`src/rtl/sram_port_arb.sv`:
```
// sram_port_arb: two-requester arbiter for the shared 1024x8 SRAM port.
// It applies static priority with a starvation cap and returns read data with a fixed-latency strobe.
module sram_port_arb #(
  parameter int AW = 10,
  parameter int DW = 8,
  parameter int STARVE_MAX = 3
) (
  input  logic          clk,
  input  logic          RST,
  input  logic          PRI,
  input  logic          W_REQ,
  input  logic [AW-1:0] W_ADDR,
  input  logic [DW-1:0] W_DATA,
  output logic          W_GNT,
  input  logic          R_REQ,
  input  logic [AW-1:0] R_ADDR,
  output logic          R_GNT,
  output logic [DW-1:0] R_Q,
  output logic          R_QV,
  output logic [AW-1:0] A,
  output logic [DW-1:0] D,
  output logic          CEN,
  output logic          WEN,
  input  logic [DW-1:0] Q
);
  typedef enum logic {NORMAL, FORCE} state_t;
  localparam logic [3:0] SMAX = 4'(STARVE_MAX);
  state_t state_q, state_d;
  logic [3:0] cnt_q, cnt_d;
  logic pri_q, hi_req, lo_req, pri_chg, force_lo, gnt_hi, gnt_lo;
  logic [AW-1:0] a_q, a_d;
  logic [DW-1:0] d_q, d_d, rq_q;
  logic cen_q, wen_q, v1_q, v2_q, rqv_q;
  always_comb begin
    hi_req = PRI ? W_REQ : R_REQ;
    lo_req = PRI ? R_REQ : W_REQ;
    pri_chg = PRI != pri_q;
    // A priority flip cancels any pending forced grant and arbitrates afresh.
    force_lo = state_q == FORCE && !pri_chg && lo_req;
    gnt_hi = !RST && hi_req && !force_lo;
    gnt_lo = !RST && lo_req && !gnt_hi;
    W_GNT = PRI ? gnt_hi : gnt_lo;
    R_GNT = PRI ? gnt_lo : gnt_hi;
    cnt_d = (pri_chg || !lo_req || gnt_lo) ? 4'd0 : (cnt_q >= SMAX ? SMAX : cnt_q + 4'd1);
    state_d = (state_q == NORMAL && cnt_d == SMAX) ? FORCE : NORMAL;
    a_d = W_GNT ? W_ADDR : (R_GNT ? R_ADDR : a_q);
    d_d = W_GNT ? W_DATA : d_q;
  end
  always_ff @(posedge clk) begin
    pri_q <= PRI;
    if (RST) begin
      state_q <= NORMAL;
      cnt_q <= '0;
      a_q <= '0;
      d_q <= '0;
      cen_q <= 1'b1;
      wen_q <= 1'b1;
      v1_q <= 1'b0;
      v2_q <= 1'b0;
      rqv_q <= 1'b0;
      rq_q <= '0;
    end else begin
      state_q <= state_d;
      cnt_q <= cnt_d;
      a_q <= a_d;
      d_q <= d_d;
      cen_q <= !(W_GNT || R_GNT);
      wen_q <= !W_GNT;
      v1_q <= R_GNT;
      v2_q <= v1_q;
      rqv_q <= v2_q;
      rq_q <= v2_q ? Q : rq_q;
    end
  end
  assign A = a_q;
  assign D = d_q;
  assign CEN = cen_q;
  assign WEN = wen_q;
  assign R_Q = rq_q;
  assign R_QV = rqv_q;
endmodule

```
`config.mk`:
```
export PLATFORM = sky130hd
export DESIGN_NAME = sram_port_arb
export DESIGN_NICKNAME = d
export VERILOG_FILES = /design/src/rtl/sram_port_arb.sv
export SDC_FILE = /design/constraint.sdc
export NUM_CORES = 1
export LEC_CHECK = 0
export CAP_MARGIN = 15
export CORE_UTILIZATION = 37
export DETAILED_ROUTE_END_ITERATION = 6
export PLACE_DENSITY = 0.75
export SLEW_MARGIN = 10
export SYNTH_ARGS = -nofsm -noshare
export SYNTH_HDL_FRONTEND = slang
export SYNTH_SLANG_ARGS = --single-unit
```
`constraint.sdc`:
```
create_clock -name clk -period 1.3 [get_ports clk]
set_clock_uncertainty 0.15 [all_clocks]
set_input_delay 0.195 -clock clk [delete_from_list [all_inputs] [get_ports clk]]
set_output_delay 0.195 -clock clk [all_outputs]
set_load 0.01 [all_outputs]
```
---- Yosys cells after proc, flatten, opt, wreduce, memory -nomap -nowiden ----
Cells that the tools add are included.
cells by class
  add/sub/neg operators ................... 1
  magnitude comparators ................... 1
  eq/ne operators ......................... 2
  muxes and demuxes ....................... 9
  bitwise gates (word level) .............. 1
  reduce and logical (&&, ||, !) cells .... 18
operators with widths
  operator               number
  $mux W10               2
  $mux W4                2
  $logic_and A1 B1 Y1    7
  $logic_not A1 Y1       7
  $mux W1                5
  $add A4 B1 Y4 const B  1
  $eq A4 B2 Y1 const B   1
  $ge A4 B2 Y1 const B   1
  $logic_or A1 B1 Y1     3
  $reduce_bool A2 Y1     1
  $ne A1 B1 Y1           1
  $not A1 Y1             1
word-level totals
  register bits after elaboration ......... 37
  bits of input ports ..................... 41
  word-level logic and storage cells ...... 43

---- Longest topological paths before layout ----
  depth after elaboration ................. 13
  depth in mapped cells ................... 5
  gate-level depth less buffers ........... 4

---- Worst setup path before layout ----
Ideal clock, no wire load.
  path kind ............................... reg2reg
  start point ............................. register state_q
  end point ............................... register a_q[1], in the netlist A[1]
  library setup time ...................... 0.122 ns
  arrival ................................. 1.106 ns
  required time ........................... 1.028 ns
  path slack .............................. -0.078 ns
  cell stages (with the launch flop) ...... 5
  cell sequence ........................... dfxtp_1 -> nand2b_4 -> a311oi_2 -> buf_4 -> a221o_1
on the way
  longest elaborated chain between the ends .. 8
  elaborated cells between the ends (all ways) .. 10
ends and longest elaborated chain
  item                                                   RTL line  text
  from (decl)                                            28        state_t state_q, state_d;
  from (signal assigned)                                 63        state_q <= state_d;
  $logic_and A1 B1 Y1 (*) (2 in a row)                   39        force_lo = state_q == FORCE && !pri_chg && lo_req;
  $logic_not A1 Y1 (*)                                   40        gnt_hi = !RST && hi_req && !force_lo;
  $logic_and A1 B1 Y1 (*)                                40
  $logic_not A1 Y1                                       41        gnt_lo = !RST && lo_req && !gnt_hi;
  $logic_and A1 B1 Y1                                    41
  $mux W1 (*)                                            42        W_GNT = PRI ? gnt_hi : gnt_lo;
  named net W_GNT                                        14        output logic W_GNT,
  $mux W10 / $reduce_bool A2 Y1 (equally long branches)  n/a
  to (signal assigned)                                   54        a_q <= '0;
  to (signal assigned)                                   65        a_q <= a_d;
  to (decl)                                              31        logic [AW-1:0] a_q, a_d;
The timed path passes the listed nets; every way through them passes the cells marked *.
A chain may end at the register's enable or synchronous reset.

---- Final worst setup path ----
  start point ............................. register pri_q
  end point ............................... output port W_GNT
on the way
  longest elaborated chain between the ends .. 9
ends and longest elaborated chain
  item                                  RTL line  text
  from (decl)                           30        logic pri_q, hi_req, lo_req, pri_chg, force_lo, gnt_hi, gnt_lo;
  from (signal assigned)                50        pri_q <= PRI;
  $ne A1 B1 Y1 (*)                      37        pri_chg = PRI != pri_q;
  $logic_not A1 Y1 (*)                  39
  $logic_and A1 B1 Y1 (*) (2 in a row)  39
  $logic_not A1 Y1 (*)                  40
  $logic_and A1 B1 Y1 (*)               40
  $logic_not A1 Y1                      41
  $logic_and A1 B1 Y1                   41
  $mux W1 (*)                           42
  to (decl)                             14
Every way passes the cells marked *; elsewhere a longest branch is shown, timed or not.

==> results.tsv <==
stage	metric	value	unit
placed_design	detailed_place.area	2460	um2
die	die-area	4660	um2
die	num_rows	23	
worst_setup_path	cp_top_family	flip-flops	
global_routing	met2_usage	0.322	
clocking	htreeDepth	2	
clocking	cts_buffers	5	
sta	tightestPinTransition	0.565	ns
detailed_routing	detail_route.first_pass.iterations	4	
pwr	pwr_density_cell	996	nW/um2
clocking	cts.sink_count	37	
final_layout	fin_cells	301	
sta	fin_ws	-0.284	ns
run	max_cap_viol_count	0	
sta	finalMaxSlewViolations	0	
global_routing	number_of_antenna_violations_at_the_first_check_in_global_routing	0	
worst_setup_path	critical_path_peak_fanout	3	
hold_path	min_delay_path_depth	4	
worst_setup_path	ff2ff_path_depth	4	
yosys	synth_seq_area_share	0.456	
placed_design	numPlacedInstances	293	
placed_design	port_buffers	71	
yosys	synth_edf_count	0	
yosys	yosysTopAreaCell	sky130_fd_sc_hd__dfxtp_1	
detailed_routing	routed_wire_per_std_cell	13.5	um
sta	fmaxAchievable	631	MHz
clocking	holdBufCountCts	0	
worst_setup_path	path_cells	nand2b_4 -> a311oi_4 -> buf_2	
worst_setup_path	critical_path.reg2reg.endpoint	D[5]$_SDFFE_PP0P_	
die	io_pins	72	
final_layout	layout_commonest_cell	sky130_fd_sc_hd__clkdlybuf4s50_1	
final_layout	final_cell_mix	36 x sky130_fd_sc_hd__clkdlybuf4s50_1, 35 x sky130_fd_sc_hd__dfxtp_1, 27 x sky130_fd_sc_hd__dlygate4sd2_1	
pwr	peakVddDrop	530	uV
global_routing	global_route.usage.met1	0.226	
detailed_routing	drt_drc_violations_left	0	
detailed_routing	post_drt_via_cell_ratio	5.15	
sta	totalNegativeSetupSlack	-3.15	ns
worst_setup_path	required	0.95	ns
die	floorplan.initialDensity	0.395	
placed_design	pre_cts_slack	-0.723	ns
die	die_y	68.3	um
worst_setup_path	largest_stage_delay_on_the_critical_path	0.33	ns
hold_path	timing.hold.worst_endpoint	v1_q$_SDFF_PP0_	
worst_setup_path	timing.critical_path.arrival	1.24	ns
worst_setup_path	timing.critical_path.buf_inv	1	
detailed_routing	ant_nets	0	
clocking	clock_pin_slew_on_the_worst_setup_and_hold_paths	0.07	ns
sta	setup_repair_after_global_routing_missed_its_margin	true	
detailed_routing	routed-via-count	1549	
yosys	yosysWarningCount	0	
sta	final_setup_fails	21	
global_routing	gr-usage-all-layers	0.189	
final_layout	fin_area	2550	um2
sta	timing.hold.ws	0.175	ns
yosys	synthTopCellsByArea	sky130_fd_sc_hd__dfxtp_1 46%, sky130_fd_sc_hd__mux2i_1 11%, sky130_fd_sc_hd__a221o_1 6.2%	
placed_design	gp_congestion	0.815	
global_routing	grt_pass1_wl	6.66	mm
sta	slew_headroom	0.622	
yosys	synth_cells	171	
status	outcome	finished with violations	
hold_path	worstHoldStart	R_REQ	
die	die_width	68.3	um
clocking	clockRootBuffer	sky130_fd_sc_hd__clkbuf_8	
yosys	proportion_of_netlist_area_held_by_the_largest_area_contributor	0.456	
final_layout	final_core_utilization	0.619	
detailed_routing	first_iter_violations	68	
die	core	4120	um2
hold_path	hold_path.class	input port to register	
yosys	syn-cell-area	1630	um2
sta	finalHoldViolations	0	
pwr	static-leakage-power	1.09	nW
worst_setup_path	crit_path_end_kind	output port	
global_routing	met3_usage	0.0450	
clocking	clk_latency	0.28	ns
yosys	post_synth.cell_area_avg	9.50	um2
clocking	clk_path_buf_depth	2	
yosys	ys_dominant_reg_cell	sky130_fd_sc_hd__dfxtp_1	
final_layout	final_nets	292	
clocking	cts_tree	yes	
status	failing_checks	setup timing	
final_layout	antenna-diode-count	0	
worst_setup_path	r2r_setup_slack	-0.23	ns
worst_setup_path	critical_path.startpoint_type	register	
placed_design	post-dp-hpwl	2.85	mm
worst_setup_path	timing.rr.start	state_q$_SDFF_PP0_	
yosys	post_synth_num_cell_types	28	
yosys	async_set_or_reset_flop_fraction_in_the_synthesized_netlist	0	
global_routing	grt.busiest_layer	met2	
final_layout	area_growth	56.7	%
global_routing	vias_in_the_first_global_route	1531	
yosys	ys_seq_elements	37	
sta	finalCritPeriodShare	1.22	
final_layout	drive_above_1_share	0.143	
pwr	fin_total_pwr	2.54	mW
sta	timing.final.crit_period	1.58	ns
detailed_routing	routed_wirelength	4.06	mm
global_routing	grt_max_degree	38	
worst_setup_path	path_class	register to output port	
global_routing	grt.overflow.total	0	
worst_setup_path	slowest_stage	sky130_fd_sc_hd__dfxtp_2	
==> cell families (layout without fill, tap and decap cells) <==
family / after synthesis / after routing / synth area share
adders and majority gates: 1 / 1 / 0.00770
buffers and inverters: 16 / 95 / 0.0454
AOI/OAI and AO/OA: 33 / 33 / 0.165
other: 1 / 2 / 0.00231
xor gates and xnor gates: 1 / 1 / 0.00539
DFF: 37 / 37 / 0.456
muxes: 18 / 18 / 0.111
and+or+nand+nor: 64 / 64 / 0.208
==> repair_timing <==
item,CTS,global route
buffers inserted,0,0
endpoints found under the setup margin,53,28
resized for setup,61,7
endpoints found under the hold margin,0,0
pin swaps,2,0
==> worst max path at each step <==
stage	startpoint	to	slack (ns)	cells after the start
4_1_cts	pri_q$_DFF_P_	W_GNT	-0.31	3
3_5_place_dp	PRI	W_GNT	-0.72	4
3_3_place_gp	PRI	W_GNT	-0.70	4
6_report	pri_q$_DFF_P_	W_GNT	-0.28	3
5_1_grt	pri_q$_DFF_P_	W_GNT	-0.34	3
2_1_floorplan	state_q$_SDFF_PP0_	A[1]$_SDFFE_PP0N_	-0.04	4
==> report_power, final <==
group | leakage, nW | switching, mW | internal (mW)
registers | 0.306 | 0.0394 | 1.21
clock network | 0.0395 | 0.382 | 0.381
logic | 0.742 | 0.225 | 0.301
total | 1.09 | 0.646 | 1.89
==> synthesized netlist by cell type (2+ instances only) <==
| cell type | count |
|---|---|
| sky130_fd_sc_hd__dfxtp_1 | 37 |
| sky130_fd_sc_hd__mux2i_1 | 18 |
| sky130_fd_sc_hd__a31oi_1 | 8 |
| sky130_fd_sc_hd__or4_1 | 9 |
| sky130_fd_sc_hd__inv_1 | 2 |
| sky130_fd_sc_hd__nor3b_1 | 8 |
| sky130_fd_sc_hd__nand2b_1 | 2 |
| sky130_fd_sc_hd__nor2b_1 | 3 |
| sky130_fd_sc_hd__nor2_1 | 20 |
| sky130_fd_sc_hd__nand2_1 | 17 |
| sky130_fd_sc_hd__clkbuf_1 | 4 |
| sky130_fd_sc_hd__a21oi_1 | 4 |
| sky130_fd_sc_hd__a221o_1 | 10 |
| sky130_fd_sc_hd__o311ai_1 | 8 |
| sky130_fd_sc_hd__buf_2 | 8 |
==> worst reg2reg max path, delay by kind of cell, from the launching register on <==
kind	cells	cell delay [ns]
AO/OA/AOI/OAI	1	0.10
buffers and inverters	1	0.13
flip-flops	1	0.37
AND/OR/NAND/NOR	2	0.68
==> layer usage <==
| metal | vias up | share of wire |
|---|---|---|
| li1 | 783 | - |
| met1 | 713 | 0.46 |
| met2 | 46 | 0.47 |
| met3 | 7 | 0.055 |
| met4 | 0 | 0.017 |
| met5 | - | 0 |
==> registers in the layout, indices dropped and copies added, names as in the netlist <==
| signal | count |
|---|---|
| A | 10 |
| D | 8 |
| R_Q | 8 |
| cnt_q | 4 |
| CEN | 1 |
| R_QV | 1 |
| WEN | 1 |
| pri_q | 1 |
| state_q | 1 |
| v1_q | 1 |
| v2_q | 1 |
==> cell type report <==
type,instances,area (um2)
clock buffer,8,80.1
fill,376,1570
inverter,3,11.3
multi-input combinational,119,860
sequential,37,746
tap,50,62.6
timing repair buffer,84,787
(Power assumes the default switching activity.)
